--- src/rtl/fifo1_rr_enq_arbiter.sv ---
// Round-robin (optionally burst-locked) arbiter sharing the enq port of a single-entry FIFO.
// The winning request is captured in a one-entry stage and forwarded as {source id, data}.
`timescale 1ns/1ps
module fifo1_rr_enq_arbiter #(
    parameter int unsigned NREQ  = 4,
    parameter int unsigned DW    = 32,
    parameter int unsigned IDW   = 2,
    parameter int unsigned BURST = 1
) (
    input  logic                  CLK,
    input  logic                  nRST,
    input  logic [NREQ-1:0]       req_ena,
    input  logic [NREQ*DW-1:0]    req_v,
    output logic [NREQ-1:0]       req_rdy,
    output logic                  fifo_enq_ena,
    output logic [IDW+DW-1:0]     fifo_enq_v,
    input  logic                  fifo_enq_rdy,
    output logic                  busy
);

    localparam int unsigned PW = (NREQ > 1) ? $clog2(NREQ) : 1;
    localparam int unsigned CW = (BURST > 1) ? $clog2(BURST) : 1;

    logic               r_stage_valid;
    logic [IDW-1:0]     r_stage_id;
    logic [DW-1:0]      r_stage_data;
    logic [PW-1:0]      r_ptr;
    logic [CW-1:0]      r_cnt;

    logic               w_drain;
    logic               w_can_accept;
    logic               w_any;
    logic               w_accept;
    logic [PW-1:0]      w_win;
    logic [DW-1:0]      w_win_data;
    logic [CW:0]        w_cnt_new;
    logic [PW-1:0]      w_ptr_nxt;
    logic [CW-1:0]      w_cnt_nxt;

    // (a + b) mod NREQ for a < NREQ and b <= NREQ, without a divider
    function automatic logic [PW-1:0] f_wrap_add(input logic [PW-1:0] a, input int unsigned b);
        int unsigned s;
        s = 32'(a) + b;
        if (s >= NREQ) begin
            s = s - NREQ;
        end
        return PW'(s);
    endfunction

    // Scan from the priority owner upward, first active request wins
    always_comb begin
        w_any = 1'b0;
        w_win = '0;
        for (int unsigned k = 0; k < NREQ; k++) begin
            if (!w_any && req_ena[f_wrap_add(r_ptr, k)]) begin
                w_any = 1'b1;
                w_win = f_wrap_add(r_ptr, k);
            end
        end
    end

    always_comb begin
        w_win_data = '0;
        for (int i = 0; i < NREQ; i++) begin
            if (w_win == PW'(i)) begin
                w_win_data = req_v[i*DW +: DW];
            end
        end
    end

    assign w_drain      = r_stage_valid & fifo_enq_rdy;
    assign w_can_accept = !r_stage_valid | w_drain;
    assign w_accept     = w_any & w_can_accept;

    // Burst bookkeeping: owner keeps priority until it has taken BURST words in a row
    always_comb begin
        w_cnt_new = (w_win == r_ptr) ? ((CW+1)'(r_cnt) + (CW+1)'(1)) : (CW+1)'(1);
        w_ptr_nxt = w_win;
        w_cnt_nxt = CW'(w_cnt_new);
        if (w_cnt_new == (CW+1)'(BURST)) begin
            w_ptr_nxt = f_wrap_add(w_win, 1);
            w_cnt_nxt = '0;
        end
    end

    always_ff @(posedge CLK) begin
        if (!nRST) begin
            r_stage_valid <= 1'b0;
            r_stage_id    <= '0;
            r_stage_data  <= '0;
            r_ptr         <= '0;
            r_cnt         <= '0;
        end else if (w_accept) begin
            r_stage_valid <= 1'b1;
            r_stage_id    <= IDW'(w_win);
            r_stage_data  <= w_win_data;
            r_ptr         <= w_ptr_nxt;
            r_cnt         <= w_cnt_nxt;
        end else if (w_drain) begin
            r_stage_valid <= 1'b0;
        end
    end

    // Handshakes are masked while reset is held so nothing moves in the reset cycle
    assign req_rdy      = (nRST && w_accept) ? (NREQ'(1) << w_win) : '0;
    assign fifo_enq_ena = nRST & w_drain;
    assign busy         = nRST & r_stage_valid;
    assign fifo_enq_v   = {r_stage_id, r_stage_data};

endmodule
--- config.mk ---
export PLATFORM = sky130hd
export DESIGN_NAME = fifo1_rr_enq_arbiter
export DESIGN_NICKNAME = d
export VERILOG_FILES = /design/src/rtl/fifo1_rr_enq_arbiter.sv
export SDC_FILE = /design/constraint.sdc
export NUM_CORES = 1
export LEC_CHECK = 0
export CORE_MARGIN = 2
export CORE_UTILIZATION = 45
export CTS_CLUSTER_SIZE = 40
export DETAILED_ROUTE_END_ITERATION = 6
export DONT_BUFFER_PORTS = 1
export GPL_ROUTABILITY_DRIVEN = 0
export SLEW_MARGIN = 20
export SYNTH_ARGS = -nofsm -noshare
export SYNTH_HDL_FRONTEND = slang
export SYNTH_SLANG_ARGS = --single-unit
--- constraint.sdc ---
create_clock -name CLK -period 6.94 [get_ports CLK]
set_clock_uncertainty 0.2 [all_clocks]
set_input_delay 1.041 -clock CLK [delete_from_list [all_inputs] [get_ports CLK]]
set_output_delay 1.041 -clock CLK [all_outputs]
set_load 0.005 [all_outputs]
==> reports/results.ini, run 1 <==
[drt]
via_count = 2260
first_pass_iters = 4
antenna_left = 0
drcViolationCount = 0
drt_iter0_markers = 74
wl_per_cell_um = 17.1
viasPerCell = 6.01
routed_wl_mm = 6.45

[setup_path]
critPathArrivalTime_ns = 2.86
r2r_slack_ns = 3.43
reg2reg_from = r_ptr[0]
path_max_fanout = 65
end_kind = primary output
critical_path_required_ns = 5.70
regToRegEndpoint = r_stage_data[24]
rr_worst_depth = 12
cp-start-kind = input pin
path_class = in2out

[layout]
multiInputGateArea_um2 = 1570
stdcell_count = 376
seq_area_um2 = 761
areaGrowthSynthToFinish_pct = 5.18
n_antenna_cell = 0
n_fill_cell = 558
finalNetCount = 441
stdcell_area_um2 = 2620
drive_above_1_share_pct = 5.92
fin_util_pct = 48.4

[synthesis]
synth-edff-count = 0
ys_types = 36
synth_area_um2 = 2490
ys_ff_latch = 38
synth-seq-area-share_pct = 30.6
postSynthAreaPerCell_um2 = 7.67
synthesis.nets = 462
synth-async-reset-ratio_pct = 0
syn_inst = 324
ys_warn_count = 0
ys.flop_type = dfxtp_1

[clock_tree]
post_cts_resized = 0
cts_setup_buffers = 0
cts_made_buffers = 5
cts_hold_buf = 0
cts_max_level = 2
cts_root_buf = clkbuf_8
cts.sinks = 38
cts_tree = built
clkTransAtPathRegs_ns = 0.07
clockBufferDepth = 2
clock_latency_ns = 0.28

[global_route]
overflow = 0
grt_start_max_net_pins = 72
grtUsageMet3_pct = 5.52
grt_first_pass_wirelength_mm = 9.93
gr-usage-met1_pct = 25.1
grt-busiest-layer = met2
track_usage_pct = 20.2
antenna_found_initial = 0
met2_usage_pct = 34.7
grt_pass1_vias = 2021

[power]
power.leakage_uw = 0.000909
power_density_nw_per_um2 = 289
peakVddDrop_mv = 0.128

[timing]
hold_viol = 0
final_max_slew_viol_count = 0
fin_crit_ns = 4.10
worst_pin_slew_ns = 1.06
timing.slew.headroom_pct = 29.1
fin_crit_sh_pct = 59.1
rsz0062_at_grt = false
setup_viol = 0
fin_tns_setup_ns = 0
hold_ws_ns = 0.295
max_freq_mhz = 244

[hold_path]
hold_depth = 1
hold_class = reg2reg
min_to = r_cnt
hold_path_startpoint = r_cnt

[place]
place_area_um2 = 2470
port_buffers = 0
dp_hpwl_mm = 4.61
dpl.cell_count = 368

[floorplan]
fp.coreArea_um2 = 5410
row_count = 27
io_pins = 175
die_w_um = 78.3
initial_core_util_pct = 46.0
die-area_um2 = 6140
fp.dieH_um = 78.3

[run_status]
status = completed

[job]
cap_violations = 0

-- critical path, stage by stage --
cell	delay, ns
a21oi_1	0.12
o21ai_1	0.12
a21oi_1	0.33
ha_2	0.90
and3_1	0.30
-- sequential cells by signal, indices dropped and copies added (netlist names) --
signal         cells
r_cnt              1
r_ptr              2
r_stage_data      32
r_stage_id         2
r_stage_valid      1
-- cells in the final DEF (no fill, tap or decap) --
cell type | Yosys | final
a21boi_1 | 2 | 2
or3b_1 | 1 | 1
o21a_1 | 1 | 1
a22oi_1 | 31 | 31
o21ai_1 | 6 | 6
dfxtp_1 | 38 | 38
and3_1 | 5 | 5
nor3b_1 | 1 | 1
a211oi_1 | 1 | 1
a2111oi_0 | 1 | 1
clkbuf_8 | 0 | 6
nand2b_1 | 3 | 3
bufinv_16 | 0 | 2
and2_1 | 1 | 1
nor2b_2 | 0 | 1
nand3_1 | 3 | 3
nand2_1 | 37 | 37
a211oi_4 | 1 | 1
buf_4 | 0 | 4
a21boi_0 | 2 | 2
and3b_1 | 1 | 1
o311a_1 | 1 | 1
mux2i_1 | 34 | 34
a21oi_1 | 36 | 36
nor2b_4 | 0 | 1
nor3_1 | 1 | 1
nor2_1 | 3 | 3
nor4_1 | 1 | 1
o21ai_0 | 63 | 63
o21ba_2 | 1 | 1
xnor2_1 | 1 | 1
nand3b_1 | 1 | 1
ha_2 | 0 | 1
o221ai_2 | 1 | 1
o2111ai_1 | 1 | 1
inv_1 | 5 | 5
o211ai_1 | 1 | 1
nor2b_1 | 4 | 2
ha_1 | 3 | 2
-- through the flow --
step | power (uW) | setup slack, ns
2_1_floorplan | 488 | 3.12
4_1_cts | 765 | 2.85
3_5_place_dp | 533 | 2.84
6_report | 755 | 2.84
5_1_grt | 809 | 2.68
3_3_place_gp | 528 | 2.91
-- layer usage --
metal / part of all wire (%) / wire (um)
met2: 49 / 3180
met4: 0.95 / 61
met1: 42 / 2700
met3: 7.9 / 509
met5: 0 / 0
-- layout make-up --
class	instances	share of cell area, %
sequential	38	29.1
clock buffer	6	3.16
inverter	5	0.718
multi-input combinational	249	60.1
clock inverter	2	2.30
tap	72	3.44
timing repair buffer	4	1.15
-- worst max-delay path by stage --
stage                from         end  slack (ns)  cells past startpoint
2_1_floorplan  req_ena[2]  req_rdy[2]        3.12                      7
3_3_place_gp   req_ena[0]  req_rdy[2]        2.91                      5
3_5_place_dp   req_ena[0]  req_rdy[2]        2.84                      5
4_1_cts        req_ena[0]  req_rdy[2]        2.85                      5
5_1_grt        req_ena[0]  req_rdy[2]        2.68                      5
6_report       req_ena[0]  req_rdy[2]        2.84                      5
-- synth_stat cells (2+ instances only) --
cell type,number,share of area [%]
ha_1,3,1.5
nor2_1,3,0.45
a21boi_1,2,0.60
buf_6,3,1.4
o21ai_1,6,1.2
a21boi_0,2,0.60
nand2_1,37,5.6
nand3_1,3,0.60
a21oi_1,36,7.2
inv_1,5,0.75
nor2b_1,4,1.0
a22oi_1,31,9.4
nand2b_1,3,0.75
clkbuf_1,26,3.9
and3_1,5,1.3
mux2i_1,34,14
dfxtp_1,38,31
buf_2,3,0.60
o21ai_0,63,13
-- power breakdown --
group | switching [uW] | total, uW | leakage, uW | internal, uW
sequential | 32.1 | 285 | 0.000315 | 253
combinational | 139 | 240 | 0.000523 | 101
clock | 76.6 | 230 | 0.0000714 | 153
-- logic make-up (layout without fill, tap and decap cells) --
kind of cell	Yosys count	after routing	synth area share (%)
AND/OR/NAND/NOR	62	62	11.7
adder cells (fa/ha/maj)	3	3	1.51
flip-flops	38	38	30.6
AO/OA/AOI/OAI	149	149	35.5
buffers and inverters	37	17	6.64
multiplexers	34	34	13.7
XOR/XNOR	1	1	0.352
Note: power is estimated with default switching activity, not from simulation.
==> inputs of run 2 (changes only) <==
--- a/config.mk
+++ b/config.mk
@@ -5,6 +5,7 @@
 export SDC_FILE = /design/constraint.sdc
 export NUM_CORES = 1
 export LEC_CHECK = 0
+export ABC_AREA = 1
 export CORE_MARGIN = 2
 export CORE_UTILIZATION = 45
 export CTS_CLUSTER_SIZE = 40
==> constraint.sdc (replaced) <==
create_clock -name CLK -period 4.1 [get_ports CLK]
set_clock_uncertainty 0.2 [all_clocks]
set_input_delay 0.615 -clock CLK [delete_from_list [all_inputs] [get_ports CLK]]
set_output_delay 0.615 -clock CLK [all_outputs]
set_load 0.005 [all_outputs]
==> run 2 against run 1 <==
Worst hold slack lost 0.056 ns; critical path type is now reg2out; design area grew 25%; core utilization shrank 0.61 points; synthesized area grew 29%; wire length grew 38%; synthesized cell count grew 55%; critical endpoint unchanged.
==> reports/results.ini, run 2 <==
[drt]
antenna_left = 0
viasPerCell = 5.32
routed_wl_mm = 8.92
via_count = 3073
drcViolationCount = 0
wl_per_cell_um = 15.4
drt_iter0_markers = 124
first_pass_iters = 4

[hold_path]
min_to = r_cnt
hold_path_startpoint = r_cnt
hold_class = reg2reg
hold_depth = 2

[global_route]
overflow = 0
met2_usage_pct = 34.9
gr-usage-met1_pct = 28.6
grt_start_max_net_pins = 38
grt-busiest-layer = met2
grtUsageMet3_pct = 4.66
grt_pass1_vias = 2672
track_usage_pct = 21.8
antenna_found_initial = 0
grt_first_pass_wirelength_mm = 13.2

[layout]
most-common-layout-cells = nand2_1 (101), nor2_1 (75), inv_1 (49)
drive_above_1_share_pct = 19.5
stdcell_count = 578
finalNetCount = 619
n_antenna_cell = 0
largest_reg_flops = 32
fin_util_pct = 47.8
areaGrowthSynthToFinish_pct = 2.11
largest-register = r_stage_data
reg_top3 = r_stage_data (32), r_ptr (2), r_stage_id (2)
final_common_cell = nand2_1

[setup_path]
path_max_fanout = 32
slowest_stage = dfxtp_1
critPathArrivalTime_ns = 2.79
cp-start-kind = flip-flop
end_kind = primary output
crit_buf_inv = 4
cp_top_family = simple AND/OR/NAND/NOR gates
regToRegEndpoint = r_stage_data[7]
crit_chain = inv_2, nand2_1, nand3_2, nand2_4, clkinv_1, nand2_1, nand2_1, and3_2, inv_1, ha_2, inv_1, nor2_1
rr_worst_depth = 16
path_class = reg2out
reg2reg_from = r_ptr[0]
path_common_cell = nand2_1
max_stage_delay_ns = 0.60
r2r_slack_ns = 0.78
critical_path_required_ns = 3.28

[synthesis]
ys_ff_latch = 38
synth-edff-count = 0
synthTopCellsByArea = dfxtp_1 (24%), nand2_1 (12%), nand3_2 (10%), nor2_1 (8.9%), a22oi_1 (7.5%)
postSynthAreaPerCell_um2 = 6.38
ys.flop_type = dfxtp_1
synth_top_area_share_pct = 23.8
synth_commonest_cells = nand2_1 (101), nor2_1 (76), inv_1 (50)
synthesis.nets = 639
yosysMostFrequentCell = nand2_1
synth-async-reset-ratio_pct = 0
synth-seq-area-share_pct = 23.8
ys_types = 28
yosys.area.top_type = dfxtp_1
synth_area_um2 = 3200
ys_warn_count = 0
syn_inst = 501

[clock_tree]
clock_latency_ns = 0.29
cts_max_level = 2
cts_made_buffers = 5
cts_root_buf = clkbuf_8
cts_tree = built
cts.sinks = 38
clockBufferDepth = 2
post_cts_resized = 0
cts_hold_buf = 0
cts_setup_buffers = 0
clkTransAtPathRegs_ns = 0.07

[timing]
worst_pin_slew_ns = 1.01
final_max_slew_viol_count = 0
timing.slew.headroom_pct = 32.4
fin_tns_setup_ns = 0
rsz0062_at_grt = false
fin_crit_sh_pct = 87.9
setup_viol = 0
fin_crit_ns = 3.60
max_freq_mhz = 278
hold_viol = 0
setup_slack_ns = 0.497
hold_ws_ns = 0.239

[floorplan]
die_w_um = 88.3
initial_core_util_pct = 46.8
fp.coreArea_um2 = 6830
die-area_um2 = 7790
row_count = 30
fp.dieH_um = 88.3
io_pins = 175

[place]
dp_hpwl_mm = 6.54
port_buffers = 0
dpl.cell_count = 570
dp_slack_ns = 0.794

[power]
power.leakage_uw = 0.00166
power_density_nw_per_um2 = 1160
peakVddDrop_mv = 0.357

[job]
cap_violations = 0

[run_status]
status = completed

-- run 2: cell count changes after synthesis, moves of 4 or more --
cell	previous run	this run
nand3_2	0	32
nor2_1	3	76
o21ai_0	63	36
inv_1	5	50
o21ai_1	6	1
and3_1	5	1
clkbuf_1	26	17
nand2_2	0	36
nand3_1	3	41
nor2b_1	4	0
nand2_1	37	101
buf_2	3	10
mux2i_1	34	0
a21oi_1	36	5
-- run 2: cells by family after synthesis --
group / after synthesis / synth area share [%]
compound gates: 76 / 14.5
fa+ha+maj: 3 / 1.17
buf+inv: 90 / 13.5
flops: 38 / 23.8
simple gates: 294 / 46.9
-- run 2: final cells by class --
class | count | area, um^2
Tap cell | 96 | 120
Multi-Input combinational cell | 373 | 2010
Clock inverter | 1 | 5.00
Inverter | 54 | 203
Timing Repair Buffer | 9 | 80.1
Sequential cell | 38 | 761
Fill cell | 745 | 3570
Clock buffer | 7 | 86.3
-- run 2: where the power goes --
group | switching, uW | internal, uW | total, uW
sequential | 125 | 509 | 634
combinational | 1830 | 1040 | 2860
clock | 136 | 136 | 272
-- run 2: worst reg2reg max path: stages, from the launching register on --
cell and delay, ns:
dfxtp_1 0.60, inv_2 0.14, nand2_1 0.16, nand3_2 0.12
a21boi_1 0.29, nand3_4 0.30, inv_1 0.19, ha_1 0.18
buf_4 0.23, nor2_2 0.07, buf_4 0.19, a22oi_1 0.16
o21ai_0 0.12, nand2_2 0.11, nand3_2 0.06, nand2_1 0.07
inv_1 0.03
-- run 2: how the worst max path moves through the flow --
| stage | slack (ns) | cells past startpoint | to | from |
|---|---|---|---|---|
| after floorplan | 0.87 | 16 | req_rdy[2] | req_ena[0] |
| after global placement | 0.88 | 19 | r_stage_data[23] | r_ptr[0] |
| after detailed placement | 0.79 | 19 | r_stage_data[23] | r_ptr[0] |
| after CTS | 0.49 | 12 | req_rdy[2] | r_ptr[0] |
| after global routing | 0.27 | 12 | req_rdy[2] | r_ptr[0] |
| final | 0.50 | 12 | req_rdy[2] | r_ptr[0] |
-- run 2: layer usage --
| metal | up-vias | share of wire, % |
|---|---|---|
| li1 | 1565 | - |
| met1 | 1362 | 43 |
| met2 | 133 | 47 |
| met3 | 13 | 8.0 |
| met4 | 0 | 2.0 |
| met5 | - | 0 |
-- run 2: through the flow --
step / instance area, um^2 / power, uW
after detailed placement: 3170 / 3510
final: 3260 / 3770
after global placement: 3170 / 3460
after CTS: 3260 / 3800
after floorplan: 3200 / 3110
after global routing: 3260 / 4200
==> inputs of run 3 (changes only) <==
==> constraint.sdc (replaced) <==
create_clock -name CLK -period 4.4 [get_ports CLK]
set_clock_uncertainty 0.2 [all_clocks]
set_input_delay 0.66 -clock CLK [delete_from_list [all_inputs] [get_ports CLK]]
set_output_delay 0.66 -clock CLK [all_outputs]
set_load 0.005 [all_outputs]
==> run 3 against run 2 <==
Via count down 1.6%; largest cell class unchanged; sequential power down 7.4%; worst setup slack better by 0.33 ns; worst hold slack better by 0.0079 ns; total power down 7.0%; design area down 0.23%; largest power group unchanged; global-route usage down 1.6 points; count of clock-buffer cells in the layout unchanged; die area unchanged; wire length down 5.5%; flip-flop and latch count unchanged.
==> reports/results.ini, run 3 (synthesized netlist as in run 2, its figures left out) <==
[run_status]
status = completed

[clock_tree]
cts_hold_buf = 0
cts.sinks = 38
cts_made_buffers = 5
cts_setup_buffers = 0
cts_root_buf = clkbuf_8
clockBufferDepth = 2
clock_latency_ns = 0.29
cts_tree = built
post_cts_resized = 0
clkTransAtPathRegs_ns = 0.08
cts_max_level = 2

[timing]
fin_crit_sh_pct = 81.2
worst_pin_slew_ns = 1.09
fin_crit_ns = 3.57
fin_tns_setup_ns = 0
hold_ws_ns = 0.247
setup_viol = 0
timing.slew.headroom_pct = 27.0
hold_viol = 0
rsz0062_at_grt = false
final_max_slew_viol_count = 0
max_freq_mhz = 280

[hold_path]
hold_path_startpoint = r_cnt
hold_class = reg2reg

[job]
cap_violations = 0

[layout]
fin_util_pct = 47.7
finalNetCount = 618
most-common-layout-cells = nand2_1 (101), nor2_1 (75), inv_1 (50)
n_fill_cell = 742
drive_above_1_share_pct = 19.3
areaGrowthSynthToFinish_pct = 1.88
largest_reg_flops = 32
reg_top3 = r_stage_data (32), r_ptr (2), r_stage_id (2)
stdcell_area_um2 = 3260
n_antenna_cell = 0
final_common_cell = nand2_1
largest-register = r_stage_data

[setup_path]
critical_path_required_ns = 3.54
crit_chain = inv_2, nand2_1, nand3_2, nand2_4, clkinv_1, nand2_1, nand2_1, and3_2, inv_1, ha_2, inv_1, nor2_1
slowest_stage = dfxtp_1
path_class = reg2out
end_kind = primary output
crit_buf_inv = 4
crit_path_start = r_ptr[0]
reg2reg_from = r_ptr[0]
cp_top_family = simple AND/OR/NAND/NOR gates
cp-start-kind = flip-flop
critPathArrivalTime_ns = 2.71
path_common_cell = nand2_1
max_stage_delay_ns = 0.60
path_max_fanout = 32

[floorplan]
die_w_um = 88.3
fp.dieH_um = 88.3
row_count = 30
initial_core_util_pct = 46.8
fp.coreArea_um2 = 6830
io_pins = 175
die-area_um2 = 7790

[global_route]
antenna_found_initial = 0
grt_start_max_net_pins = 72
track_usage_pct = 20.2
grt_pass1_vias = 2547
grt_first_pass_wirelength_mm = 12.4
overflow = 0

[drt]
first_pass_iters = 5
wl_per_cell_um = 14.6
drt_iter0_markers = 87
antenna_left = 0
viasPerCell = 5.24
via_count = 3023
routed_wl_mm = 8.43
drcViolationCount = 0

[power]
power.total_uw = 3510
peakVddDrop_mv = 0.549
power.leakage_uw = 0.00166
power_density_nw_per_um2 = 1080

[place]
port_buffers = 0
dp_hpwl_mm = 6.10
place_area_um2 = 3160

[run 3: worst min-delay path, cell delays in order, from the launching register on]
cell and delay (ns):
dfxtp_1 0.32, nand2_1 0.05, nor2_1 0.04
[run 3: area by class of cell]
| cell class | count | area, um^2 | share of cell area (%) |
|---|---|---|---|
| inverter | 54 | 203 | 6.23 |
| clock inverter | 1 | 5.00 | 0.154 |
| multi-input combinational | 373 | 2010 | 61.7 |
| clock buffer | 7 | 86.3 | 2.65 |
| timing repair buffer | 8 | 72.6 | 2.23 |
| tap | 96 | 120 | 3.69 |
| sequential | 38 | 761 | 23.4 |
[run 3: final timing paths]
kind	endpoint	slack (ns)	depth (start not counted)
min	r_cnt	0.25	2
max	req_rdy[2]	0.83	12
min reg2reg	r_cnt	0.25	2
max reg2reg	r_stage_data[24]	1.11	18
[run 3: metal layers]
metal,wire (um),share of wire [%],vias up,global-route usage (%)
met2,4040,48,116,33.0
met3,749,8.9,8,7.18
met1,3560,42,1335,25.3
li1,-,-,1564,-
met5,0,0,-,0
met4,77,0.91,0,5.65
[run 3: power breakdown]
part | leakage (uW) | switching, uW | total (uW) | internal, uW
Sequential | 0.000315 | 113 | 587 | 474
Clock | 0.0000482 | 130 | 256 | 127
Combinational | 0.00129 | 1700 | 2660 | 964
[run 3: stage by stage]
step | instances | setup WS (ns)
finish | 577 | 0.827
global route | 577 | 0.568
CTS | 577 | 0.789
detailed placement | 569 | 1.13
global placement | 569 | 1.19
floorplan | 501 | 1.08
